===== src/rtl/xrv1_mem_arb_if.sv =====
// Bundle of the fetch, data and shared memory channels seen by xrv1_mem_arb.
// Names are from the arbiter's point of view; master is the arbiter, slave is its surroundings.
interface xrv1_mem_arb_if;
  logic        imem_req_vld_i;
  logic        imem_req_rdy_o;
  logic [31:0] imem_req_addr_i;
  logic        imem_resp_vld_o;
  logic [31:0] imem_resp_data_o;
  logic        imem_resp_err_o;

  logic        dmem_req_vld_i;
  logic        dmem_req_rdy_o;
  logic [31:0] dmem_req_addr_i;
  logic        dmem_req_w_en_i;
  logic [3:0]  dmem_req_w_be_i;
  logic [31:0] dmem_req_w_data_i;
  logic        dmem_resp_vld_o;
  logic [31:0] dmem_resp_r_data_o;
  logic        dmem_resp_err_o;

  logic        mem_req_vld_o;
  logic        mem_req_rdy_i;
  logic [31:0] mem_req_addr_o;
  logic        mem_req_w_en_o;
  logic [3:0]  mem_req_w_be_o;
  logic [31:0] mem_req_w_data_o;
  logic        mem_resp_vld_i;
  logic [31:0] mem_resp_r_data_i;
  logic        mem_resp_err_i;

  logic        proto_err_o;
  logic        dbg_hold_o;
  logic        dbg_empty_o;

  modport master (
    input  imem_req_vld_i, imem_req_addr_i,
    input  dmem_req_vld_i, dmem_req_addr_i, dmem_req_w_en_i, dmem_req_w_be_i, dmem_req_w_data_i,
    input  mem_req_rdy_i, mem_resp_vld_i, mem_resp_r_data_i, mem_resp_err_i,
    output imem_req_rdy_o, imem_resp_vld_o, imem_resp_data_o, imem_resp_err_o,
    output dmem_req_rdy_o, dmem_resp_vld_o, dmem_resp_r_data_o, dmem_resp_err_o,
    output mem_req_vld_o, mem_req_addr_o, mem_req_w_en_o, mem_req_w_be_o, mem_req_w_data_o,
    output proto_err_o, dbg_hold_o, dbg_empty_o
  );

  modport slave (
    output imem_req_vld_i, imem_req_addr_i,
    output dmem_req_vld_i, dmem_req_addr_i, dmem_req_w_en_i, dmem_req_w_be_i, dmem_req_w_data_i,
    output mem_req_rdy_i, mem_resp_vld_i, mem_resp_r_data_i, mem_resp_err_i,
    input  imem_req_rdy_o, imem_resp_vld_o, imem_resp_data_o, imem_resp_err_o,
    input  dmem_req_rdy_o, dmem_resp_vld_o, dmem_resp_r_data_o, dmem_resp_err_o,
    input  mem_req_vld_o, mem_req_addr_o, mem_req_w_en_o, mem_req_w_be_o, mem_req_w_data_o,
    input  proto_err_o, dbg_hold_o, dbg_empty_o
  );
endinterface


===== src/rtl/xrv1_mem_arb.sv =====
// Fetch/data arbiter for a single-ported TCM channel with grant hold, imem anti-starvation
// and an ID FIFO that steers in-order responses back to their requester.
module xrv1_mem_arb #(
  parameter int MAX_OUTSTANDING = 2,
  parameter int STARVE_LIMIT    = 4
) (
  input logic            clk_i,
  input logic            rst_i,
  xrv1_mem_arb_if.master bus
);
  // Handshake: a request transfers in the cycle where mem_req_vld_o & mem_req_rdy_i; the
  // requester sees *_req_rdy_o in that same cycle and must hold vld/payload stable until then.
  localparam int PTR_W = (MAX_OUTSTANDING > 1) ? $clog2(MAX_OUTSTANDING) : 1;
  localparam int CNT_W = $clog2(MAX_OUTSTANDING + 1);
  localparam int STV_W = $clog2(STARVE_LIMIT + 1);

  typedef enum logic {IDLE = 1'b0, HOLD = 1'b1} state_e;

  state_e                     state_q;
  logic                       held_id_q;
  logic [MAX_OUTSTANDING-1:0] id_q;
  logic [PTR_W-1:0]           wr_q, rd_q;
  logic [CNT_W-1:0]           cnt_q, cnt_d;
  logic [STV_W-1:0]           starve_q, starve_d;
  logic                       perr_q;

  logic win_id, win_vld, full, empty, req_vld, accept, pop, head;

  function automatic logic [PTR_W-1:0] ptr_inc(input logic [PTR_W-1:0] p);
    return (p == PTR_W'(MAX_OUTSTANDING - 1)) ? '0 : p + 1'b1;
  endfunction

  assign full  = (cnt_q == CNT_W'(MAX_OUTSTANDING));
  assign empty = (cnt_q == '0);

  // dmem has priority unless imem has been passed over STARVE_LIMIT times in a row.
  always_comb begin
    win_id  = 1'b0;
    win_vld = 1'b0;
    if (state_q == HOLD) begin
      win_id  = held_id_q;
      win_vld = held_id_q ? bus.dmem_req_vld_i : bus.imem_req_vld_i;
    end else if (bus.dmem_req_vld_i &&
                 !(starve_q == STV_W'(STARVE_LIMIT) && bus.imem_req_vld_i)) begin
      win_id  = 1'b1;
      win_vld = 1'b1;
    end else if (bus.imem_req_vld_i) begin
      win_vld = 1'b1;
    end
  end

  assign req_vld = win_vld & ~full;
  assign accept  = req_vld & bus.mem_req_rdy_i;
  assign pop     = bus.mem_resp_vld_i & ~empty;
  assign head    = id_q[rd_q];

  assign bus.mem_req_vld_o    = req_vld;
  assign bus.mem_req_addr_o   = !req_vld ? '0 : (win_id ? bus.dmem_req_addr_i : bus.imem_req_addr_i);
  assign bus.mem_req_w_en_o   = req_vld & win_id & bus.dmem_req_w_en_i;
  assign bus.mem_req_w_be_o   = (req_vld && win_id) ? bus.dmem_req_w_be_i : '0;
  assign bus.mem_req_w_data_o = (req_vld && win_id) ? bus.dmem_req_w_data_i : '0;
  assign bus.imem_req_rdy_o   = accept & ~win_id;
  assign bus.dmem_req_rdy_o   = accept & win_id;

  assign bus.imem_resp_vld_o    = pop & ~head;
  assign bus.imem_resp_data_o   = (pop && !head) ? bus.mem_resp_r_data_i : '0;
  assign bus.imem_resp_err_o    = pop & ~head & bus.mem_resp_err_i;
  assign bus.dmem_resp_vld_o    = pop & head;
  assign bus.dmem_resp_r_data_o = (pop && head) ? bus.mem_resp_r_data_i : '0;
  assign bus.dmem_resp_err_o    = pop & head & bus.mem_resp_err_i;

  assign bus.proto_err_o = perr_q;
  assign bus.dbg_hold_o  = (state_q == HOLD);
  assign bus.dbg_empty_o = empty;

  always_comb begin
    cnt_d = cnt_q;
    if (accept && !pop)      cnt_d = cnt_q + 1'b1;
    else if (!accept && pop) cnt_d = cnt_q - 1'b1;
  end

  always_comb begin
    starve_d = starve_q;
    if (!bus.imem_req_vld_i || bus.imem_req_rdy_o) starve_d = '0;
    else if (bus.dmem_req_rdy_o && starve_q != STV_W'(STARVE_LIMIT)) starve_d = starve_q + 1'b1;
  end

  always_ff @(posedge clk_i) begin
    if (rst_i) begin
      state_q   <= IDLE;
      held_id_q <= 1'b0;
      id_q      <= '0;
      wr_q      <= '0;
      rd_q      <= '0;
      cnt_q     <= '0;
      starve_q  <= '0;
      perr_q    <= 1'b0;
    end else begin
      case (state_q)
        IDLE: if (req_vld && !bus.mem_req_rdy_i) begin
          state_q   <= HOLD;
          held_id_q <= win_id;
        end
        HOLD: if (!win_vld || accept) state_q <= IDLE;
        default: state_q <= IDLE;
      endcase
      if (accept) begin
        id_q[wr_q] <= win_id;
        wr_q       <= ptr_inc(wr_q);
      end
      if (pop) rd_q <= ptr_inc(rd_q);
      cnt_q    <= cnt_d;
      starve_q <= starve_d;
      if (bus.mem_resp_vld_i && empty) perr_q <= 1'b1;
    end
  end
endmodule


===== src/flat_wrapper.sv =====
// flat-port wrapper written by rule: the top's interface ports become plain ports
module xrv1_mem_arb_flat 
#(
  parameter int MAX_OUTSTANDING = 2,
  parameter int STARVE_LIMIT    = 4
)
  (clk_i, rst_i, bus_imem_req_vld_i, bus_imem_req_addr_i, bus_dmem_req_vld_i, bus_dmem_req_addr_i, bus_dmem_req_w_en_i, bus_dmem_req_w_be_i, bus_dmem_req_w_data_i, bus_mem_req_rdy_i, bus_mem_resp_vld_i, bus_mem_resp_r_data_i, bus_mem_resp_err_i, bus_imem_req_rdy_o, bus_imem_resp_vld_o, bus_imem_resp_data_o, bus_imem_resp_err_o, bus_dmem_req_rdy_o, bus_dmem_resp_vld_o, bus_dmem_resp_r_data_o, bus_dmem_resp_err_o, bus_mem_req_vld_o, bus_mem_req_addr_o, bus_mem_req_w_en_o, bus_mem_req_w_be_o, bus_mem_req_w_data_o, bus_proto_err_o, bus_dbg_hold_o, bus_dbg_empty_o);
  xrv1_mem_arb_if bus_i ();
  input logic clk_i;
  input logic rst_i;
  input wire logic [$bits(bus_i.imem_req_vld_i)-1:0] bus_imem_req_vld_i;
  input wire logic [$bits(bus_i.imem_req_addr_i)-1:0] bus_imem_req_addr_i;
  input wire logic [$bits(bus_i.dmem_req_vld_i)-1:0] bus_dmem_req_vld_i;
  input wire logic [$bits(bus_i.dmem_req_addr_i)-1:0] bus_dmem_req_addr_i;
  input wire logic [$bits(bus_i.dmem_req_w_en_i)-1:0] bus_dmem_req_w_en_i;
  input wire logic [$bits(bus_i.dmem_req_w_be_i)-1:0] bus_dmem_req_w_be_i;
  input wire logic [$bits(bus_i.dmem_req_w_data_i)-1:0] bus_dmem_req_w_data_i;
  input wire logic [$bits(bus_i.mem_req_rdy_i)-1:0] bus_mem_req_rdy_i;
  input wire logic [$bits(bus_i.mem_resp_vld_i)-1:0] bus_mem_resp_vld_i;
  input wire logic [$bits(bus_i.mem_resp_r_data_i)-1:0] bus_mem_resp_r_data_i;
  input wire logic [$bits(bus_i.mem_resp_err_i)-1:0] bus_mem_resp_err_i;
  output wire logic [$bits(bus_i.imem_req_rdy_o)-1:0] bus_imem_req_rdy_o;
  output wire logic [$bits(bus_i.imem_resp_vld_o)-1:0] bus_imem_resp_vld_o;
  output wire logic [$bits(bus_i.imem_resp_data_o)-1:0] bus_imem_resp_data_o;
  output wire logic [$bits(bus_i.imem_resp_err_o)-1:0] bus_imem_resp_err_o;
  output wire logic [$bits(bus_i.dmem_req_rdy_o)-1:0] bus_dmem_req_rdy_o;
  output wire logic [$bits(bus_i.dmem_resp_vld_o)-1:0] bus_dmem_resp_vld_o;
  output wire logic [$bits(bus_i.dmem_resp_r_data_o)-1:0] bus_dmem_resp_r_data_o;
  output wire logic [$bits(bus_i.dmem_resp_err_o)-1:0] bus_dmem_resp_err_o;
  output wire logic [$bits(bus_i.mem_req_vld_o)-1:0] bus_mem_req_vld_o;
  output wire logic [$bits(bus_i.mem_req_addr_o)-1:0] bus_mem_req_addr_o;
  output wire logic [$bits(bus_i.mem_req_w_en_o)-1:0] bus_mem_req_w_en_o;
  output wire logic [$bits(bus_i.mem_req_w_be_o)-1:0] bus_mem_req_w_be_o;
  output wire logic [$bits(bus_i.mem_req_w_data_o)-1:0] bus_mem_req_w_data_o;
  output wire logic [$bits(bus_i.proto_err_o)-1:0] bus_proto_err_o;
  output wire logic [$bits(bus_i.dbg_hold_o)-1:0] bus_dbg_hold_o;
  output wire logic [$bits(bus_i.dbg_empty_o)-1:0] bus_dbg_empty_o;
  assign bus_i.imem_req_vld_i = bus_imem_req_vld_i;
  assign bus_i.imem_req_addr_i = bus_imem_req_addr_i;
  assign bus_i.dmem_req_vld_i = bus_dmem_req_vld_i;
  assign bus_i.dmem_req_addr_i = bus_dmem_req_addr_i;
  assign bus_i.dmem_req_w_en_i = bus_dmem_req_w_en_i;
  assign bus_i.dmem_req_w_be_i = bus_dmem_req_w_be_i;
  assign bus_i.dmem_req_w_data_i = bus_dmem_req_w_data_i;
  assign bus_i.mem_req_rdy_i = bus_mem_req_rdy_i;
  assign bus_i.mem_resp_vld_i = bus_mem_resp_vld_i;
  assign bus_i.mem_resp_r_data_i = bus_mem_resp_r_data_i;
  assign bus_i.mem_resp_err_i = bus_mem_resp_err_i;
  assign bus_imem_req_rdy_o = bus_i.imem_req_rdy_o;
  assign bus_imem_resp_vld_o = bus_i.imem_resp_vld_o;
  assign bus_imem_resp_data_o = bus_i.imem_resp_data_o;
  assign bus_imem_resp_err_o = bus_i.imem_resp_err_o;
  assign bus_dmem_req_rdy_o = bus_i.dmem_req_rdy_o;
  assign bus_dmem_resp_vld_o = bus_i.dmem_resp_vld_o;
  assign bus_dmem_resp_r_data_o = bus_i.dmem_resp_r_data_o;
  assign bus_dmem_resp_err_o = bus_i.dmem_resp_err_o;
  assign bus_mem_req_vld_o = bus_i.mem_req_vld_o;
  assign bus_mem_req_addr_o = bus_i.mem_req_addr_o;
  assign bus_mem_req_w_en_o = bus_i.mem_req_w_en_o;
  assign bus_mem_req_w_be_o = bus_i.mem_req_w_be_o;
  assign bus_mem_req_w_data_o = bus_i.mem_req_w_data_o;
  assign bus_proto_err_o = bus_i.proto_err_o;
  assign bus_dbg_hold_o = bus_i.dbg_hold_o;
  assign bus_dbg_empty_o = bus_i.dbg_empty_o;
  xrv1_mem_arb #(.MAX_OUTSTANDING(MAX_OUTSTANDING), .STARVE_LIMIT(STARVE_LIMIT)) u_core (.clk_i(clk_i), .rst_i(rst_i), .bus(bus_i));
endmodule

===== config.mk =====
export PLATFORM = sky130hd
export DESIGN_NAME = xrv1_mem_arb_flat
export DESIGN_NICKNAME = d
export VERILOG_FILES = /design/src/rtl/xrv1_mem_arb_if.sv /design/src/rtl/xrv1_mem_arb.sv /design/src/flat_wrapper.sv
export SDC_FILE = /design/constraint.sdc
export NUM_CORES = 1
export LEC_CHECK = 0
export ABC_AREA = 0
export CELL_PAD_IN_SITES_DETAIL_PLACEMENT = 0
export CELL_PAD_IN_SITES_GLOBAL_PLACEMENT = 2
export CORE_ASPECT_RATIO = 0.8
export CORE_MARGIN = 2
export CORE_UTILIZATION = 10
export CTS_CLUSTER_DIAMETER = 50
export DETAILED_ROUTE_END_ITERATION = 10
export GPL_ROUTABILITY_DRIVEN = 0
export MAX_ROUTING_LAYER = met4
export PLACE_DENSITY = 0.83
export SETUP_SLACK_MARGIN = 0.3
export SYNTH_ARGS = -nofsm -noshare
export SYNTH_HDL_FRONTEND = slang
export SYNTH_SLANG_ARGS = --single-unit

===== constraint.sdc =====
create_clock -name clk_i -period 2.57 [get_ports clk_i]
set_clock_uncertainty 0.15 [all_clocks]
set_input_delay 0.514 -clock clk_i [delete_from_list [all_inputs] [get_ports clk_i]]
set_output_delay 0.514 -clock clk_i [all_outputs]
set_load 0.02 [all_outputs]

==> flow_summary.yaml, run 1 <==
status:
  run_status: "finished with violations"
  violations: "setup timing"
pwr:
  power.density_mw_per_mm2: 605
  total_power_w: 0.00429
  irDropWorstVdd_mv: 0.339
  leakage_nw: 3.10
logic_synthesis:
  synth-async-reset-ratio: 0
  synth_edf_count: 0
  synth_seq_cells: 12
  syn_area_mm2: 0.00187
  synth_fa_ha_area_frac: 0.0200
  yosysTopAreaCellShare: 0.344
  synth_ff_type: "dfxtp_1"
  synthSimpleGateAreaFrac: 0.518
  synth_compound_area_frac: 0.0828
  synth_top_family_by_area: "simple AND/OR/NAND/NOR gates"
  yosysTopAreaCell: "and2_1"
  seq_area_frac_synth: 0.128
  netlist_top_cells_area: "and2_1, mux2i_1, dfxtp_1"
  syn_area_per_cell_um2: 6.92
  synth_cell_type_count: 36
  muxShareOfSynthArea: 0.176
  synthXorXnorAreaFrac: 0.0140
  synth_nets: 414
  yosysMostFrequentCell: "and2_1"
  postSynthCellCount: 271
  synth.cells.most_frequent: "and2_1, nor2_1, mux2i_1, dfxtp_1"
  ys_warn_count: 0
critical_path:
  required_ps: 1910
  crit_path_top_delay_cell: "dfxtp_2"
  crit_buf_inv: 7
  critPathMaxFanout: 4
  max_stage_delay_ps: 330
  cp-start-kind: "flop"
  crit_type: "flop to primary output"
  crit_top_cell: "buf_6"
  path_delay_family: "buffers and inverters"
  critPathArrivalTime_ps: 2020
  end_kind: "primary output"
  path_cells: "buf_6 > and3b_1 > buf_6 > nor4_4 > buf_6 > buf_6 > buf_12 > clkbuf_16 > and2_4 > buf_6"
cells_and_area:
  final_core_util: 0.388
  fin_area_mm2: 0.00709
  insertedDiodeCount: 0
  filler_cell_count: 1797
  area_growth_pct: 278
  layout-drive-gt1-share: 0.657
  fin_nets: 773
timing:
  setup-tns-final_ps: -4000
  slew_viol_final: 0
  max_freq_mhz: 373
  setup_viol: 59
  grt_setup_unrepaired: "yes"
  setup_ws_ps: -111
  whs_ps: 313
  relSlewSlack: 0.704
  fin_crit_ps: 2680
  worstMarginPinSlew_ps: 432
  period_share: 1.04
  hold_violations: 0
cts:
  clkTransAtPathRegs_ps: 40
  cts_buffers: 3
  cts_tree: "done"
  cts_root_buf: "clkbuf_16"
  worstSkewPairLatency_ps: 240
  cts.sinks: 12
  postCtsHoldBufs: 0
  cts-htree-levels: 1
  clockBufferDepth: 2
drt:
  routed_wl_mm: 13.4
  vias: 3318
  viasPerCell: 3.76
  met2WireLength_mm: 7.19
  routedLengthMet1_mm: 5.42
  wl_per_cell_um: 15.2
  route.met3.wl_um: 772
  postRouteAntennaNets: 0
  drt_pass1_iterations: 4
  drc: 0
  routed.top_layer: "met4"
  drtIter0Drc: 71
grt:
  grt_max_degree: 18
  grt-ovfl-total: 0
  grt_pass1_vias: 3280
  grt_pass1_wl_mm: 18.4
  track_usage: 0.120
  antenna_found_initial: 0
floorplanning:
  ios: 283
  die_y_um: 126
  die_w_um: 157
  start_util: 0.103
  rows: 44
  core_area_mm2: 0.0183
  die_area_mm2: 0.0199
place:
  io_buffers: 282
  hpwlAfterDp_mm: 8.98
  postPlaceCellArea_mm2: 0.00544
flow_run:
  drv_cap: 0
min_path:
  hold_path_class: "flop to flop"
-- per-layer routing --
metal / GRT usage / up-vias
met3: 0.0154 / 6
met5: - / -
met1: 0.141 / 1573
met2: 0.227 / 117
met4: 0.00695 / 0
li1: - / 1622
-- cells in the final DEF, fill, tap and decap left out, drive strengths merged, types with 3 or more instances in the layout --
cell	instances
dfxtp	12
buf	226
inv	7
nand4	4
ha	3
or3	3
nor2	41
clkbuf	12
and2	103
a21oi	6
nor2b	3
xor2	3
nand2	3
nor3	4
clkdlybuf4s50	138
mux2i	33
-- worst register-to-register path: stages (launching register included) --
cell and delay, ps:
dfxtp_2 330, buf_6 110, and3b_1 190, buf_6 120, buf_4 130, nor3_4 140, buf_6 140, nand2_4 50
inv_4 60, ha_4 200, or3_4 390, a21oi_2 110
-- final timing paths --
path	to	slack [ps]	cells past startpoint	startpoint
setup / recovery	bus_mem_req_w_data_o[18]	-110	10	u_core.held_id_q
hold / removal	u_core.bus.proto_err_o	310	2	u_core.bus.proto_err_o
setup reg to reg	u_core.cnt_q[1]	380	11	u_core.held_id_q
hold reg to reg	u_core.bus.proto_err_o	310	2	u_core.bus.proto_err_o
-- through the flow --
stage / worst slack [ps] / std cells
after floorplan: 282 / 271
after global placement: -812 / 822
after detailed placement: -838 / 822
after CTS: -104 / 864
after global routing: -216 / 882
final: -111 / 882
-- flip-flops by register name (all words and copies together) (netlist names) --
signal / flops
u_core.held_id_q: 1
u_core.cnt_q: 2
u_core.bus.dbg_hold_o: 1
u_core.bus.proto_err_o: 1
u_core.wr_q: 1
u_core.id_q: 2
u_core.rd_q: 1
u_core.starve_q: 3
-- area by class of cell --
| type | count | area [um^2] | area share |
|---|---|---|---|
| repair buffers | 374 | 4220 | 0.595 |
| multi-input cells | 232 | 2190 | 0.308 |
| well taps | 253 | 317 | 0.0447 |
| flip-flops and latches | 12 | 246 | 0.0348 |
| clock buffers | 4 | 88.8 | 0.0125 |
| inverters | 7 | 28.8 | 0.00406 |
-- power breakdown --
group,total [W],switching [W],internal (W)
clock,0.000311,0.0000762,0.000234
combinational,0.00372,0.00159,0.00213
sequential,0.000258,0.0000304,0.000227
total,0.00429,0.00169,0.00259
-- repair_timing --
action | in CTS | in global routing
resized for setup | 834 | 193
pin swaps | 41 | 50
endpoints found under the setup margin | 144 | 139
setup buffers | 27 | 11
cloned | 11 | 7
-- cells by family after synthesis --
kind of cell	Yosys count
adder cells (fa/ha/maj)	3
XOR/XNOR	3
multiplexers	33
AO/OA/AOI/OAI	23
buffers and inverters	27
flip-flops	12
AND/OR/NAND/NOR	170
No activity file was read; power rests on OpenSTA's default activity.
==> run 2: changes to the inputs <==
Settings changed: CAP_MARGIN set to 10, SKIP_LAST_GASP set to 1.
==> flow_summary.yaml, run 2 (synthesis gave the netlist of run 1 again) <==
min_path:
  min_from: "u_core.bus.proto_err_o"
  hold_depth: 2
  hold_path_class: "flop to flop"
  min_to: "u_core.bus.proto_err_o"
drt:
  drt_pass1_iterations: 4
  vias: 3331
  postRouteAntennaNets: 0
  drc: 0
  wl_per_cell_um: 15.5
  routed_wl_mm: 13.7
  viasPerCell: 3.77
  drtIter0Drc: 67
floorplanning:
  die_area_mm2: 0.0199
  rows: 44
  die_w_um: 157
  start_util: 0.103
  die_y_um: 126
  ios: 283
  core_area_mm2: 0.0183
grt:
  grt_max_degree: 18
  grtUsageMet3: 0.0150
  antenna_found_initial: 0
  grt_pass1_vias: 3257
  track_usage: 0.119
  grt.busiest_layer: "met2"
  grt_pass1_wl_mm: 18.3
  use_met2: 0.224
  met1_usage: 0.141
  grt-ovfl-total: 0
pwr:
  total_power_w: 0.00431
  p_int_w: 0.00261
  switchingPower_w: 0.00171
  swShare: 0.396
  power_frac_seq: 0.059
  leakage_nw: 3.10
  irDropWorstVdd_mv: 0.337
  clockPowerShare: 0.072
  comb_power_share: 0.869
  power.density_mw_per_mm2: 608
cells_and_area:
  largest_register_ff_count: 3
  area_growth_pct: 279
  final_cells: 883
  final_common_cell: "buf_6"
  fin_nets: 774
  top_register: "u_core.starve_q"
  final_cell_mix: "buf_6, clkdlybuf4s50_1, and2_4"
  fin_area_mm2: 0.00710
  layout-drive-gt1-share: 0.659
  insertedDiodeCount: 0
  largestRegisters: "u_core.starve_q x3, u_core.cnt_q x2, u_core.id_q x2"
status:
  violations: "setup timing"
  run_status: "finished with violations"
critical_path:
  path_delay_family: "buffers and inverters"
  reg2reg_setup_slack_ps: 310
  worstReg2RegStart: "u_core.held_id_q"
  crit_buf_inv: 7
  cp-start-kind: "flop"
  path_cells: "buf_6 > and3b_1 > buf_6 > nor4_4 > buf_6 > buf_6 > buf_12 > clkbuf_16 > and2_4 > buf_6"
  crit_type: "flop to primary output"
  r2r_end: "u_core.cnt_q[1]"
  end_kind: "primary output"
  required_ps: 1910
  crit_top_cell: "buf_6"
  crit_path_top_delay_cell: "dfxtp_2"
  max_stage_delay_ps: 330
  critPathArrivalTime_ps: 2010
  critPathMaxFanout: 4
  rr_worst_depth: 11
cts:
  cts.sinks: 12
  postCtsHoldBufs: 0
  cts-htree-levels: 1
  clockBufferDepth: 2
  worstSkewPairLatency_ps: 240
  cts_root_buf: "clkbuf_16"
  cts_buffers: 3
  clkTransAtPathRegs_ps: 40
  cts_tree: "done"
timing:
  fin_crit_ps: 2670
  grt_setup_unrepaired: "yes"
  slew_viol_final: 0
  setup_ws_ps: -99.2
  hold_violations: 0
  whs_ps: 312
  relSlewSlack: 0.705
  setup-tns-final_ps: -3180
  max_freq_mhz: 375
  period_share: 1.04
  worstMarginPinSlew_ps: 432
  setup_viol: 55
place:
  hpwlAfterDp_mm: 8.98
  postPlaceCellArea_mm2: 0.00544
  io_buffers: 282
  place_inst: 822
flow_run:
  drv_cap: 0
## run 2: area by class of cell
type,count,area (um^2)
Multi-Input combinational cell,232,2190
Sequential cell,12,246
Fill cell,1799,11200
Inverter,7,31.3
Tap cell,253,317
Clock buffer,4,88.8
Timing Repair Buffer,375,4220
## run 2: worst max path at each step
stage	depth (start not counted)	slack [ps]	endpoint	start
4_1_cts	10	-110	bus_mem_req_w_be_o[3]	u_core.held_id_q
5_1_grt	11	-200	bus_mem_req_addr_o[30]	u_core.starve_q[0]
6_report	10	-100	bus_mem_req_w_data_o[18]	u_core.held_id_q
3_5_place_dp	7	-840	bus_mem_req_w_be_o[3]	bus_dmem_req_vld_i
3_3_place_gp	8	-810	bus_mem_req_addr_o[0]	bus_imem_req_vld_i
2_1_floorplan	6	280	bus_mem_req_addr_o[0]	bus_imem_req_vld_i
## run 2: worst min-delay path, cell delays in order, from the launching register on
cell	delay (ps)
dfxtp_1	320
a21oi_1	40
nor2_1	70
## run 2: metrics by stage
stage | setup slack, ps | utilization
after floorplan | 282 | -
after global routing | -202 | 0.388
after detailed placement | -838 | 0.298
after global placement | -812 | 0.298
final | -99.2 | 0.388
after CTS | -115 | 0.336
## run 2: metal layers
metal,share of wire,wire [um],up-vias
met2,0.54,7330,113
li1,-,-,1624
met1,0.41,5530,1590
met4,0.0021,28,0
met3,0.056,759,4
met5,0,0,-
## run 2: power groups by stage
| stage | logic, W | clock network [W] | registers, W |
|---|---|---|---|
| 2_1_floorplan | 0.00123 | 0 | 0.000267 |
| 4_1_cts | 0.00323 | 0.000321 | 0.000256 |
| 6_report | 0.00375 | 0.000310 | 0.000256 |
| 5_1_grt | 0.00395 | 0.000331 | 0.000262 |
| 3_5_place_dp | 0.00255 | 0 | 0.000254 |
| 3_3_place_gp | 0.00252 | 0 | 0.000253 |
## run 2: what timing repair did
action,in CTS,in global routing
gates cloned,11,8
buffers inserted,27,11
gates resized for setup,785,235
setup endpoints to repair,144,141
pin swaps,31,49
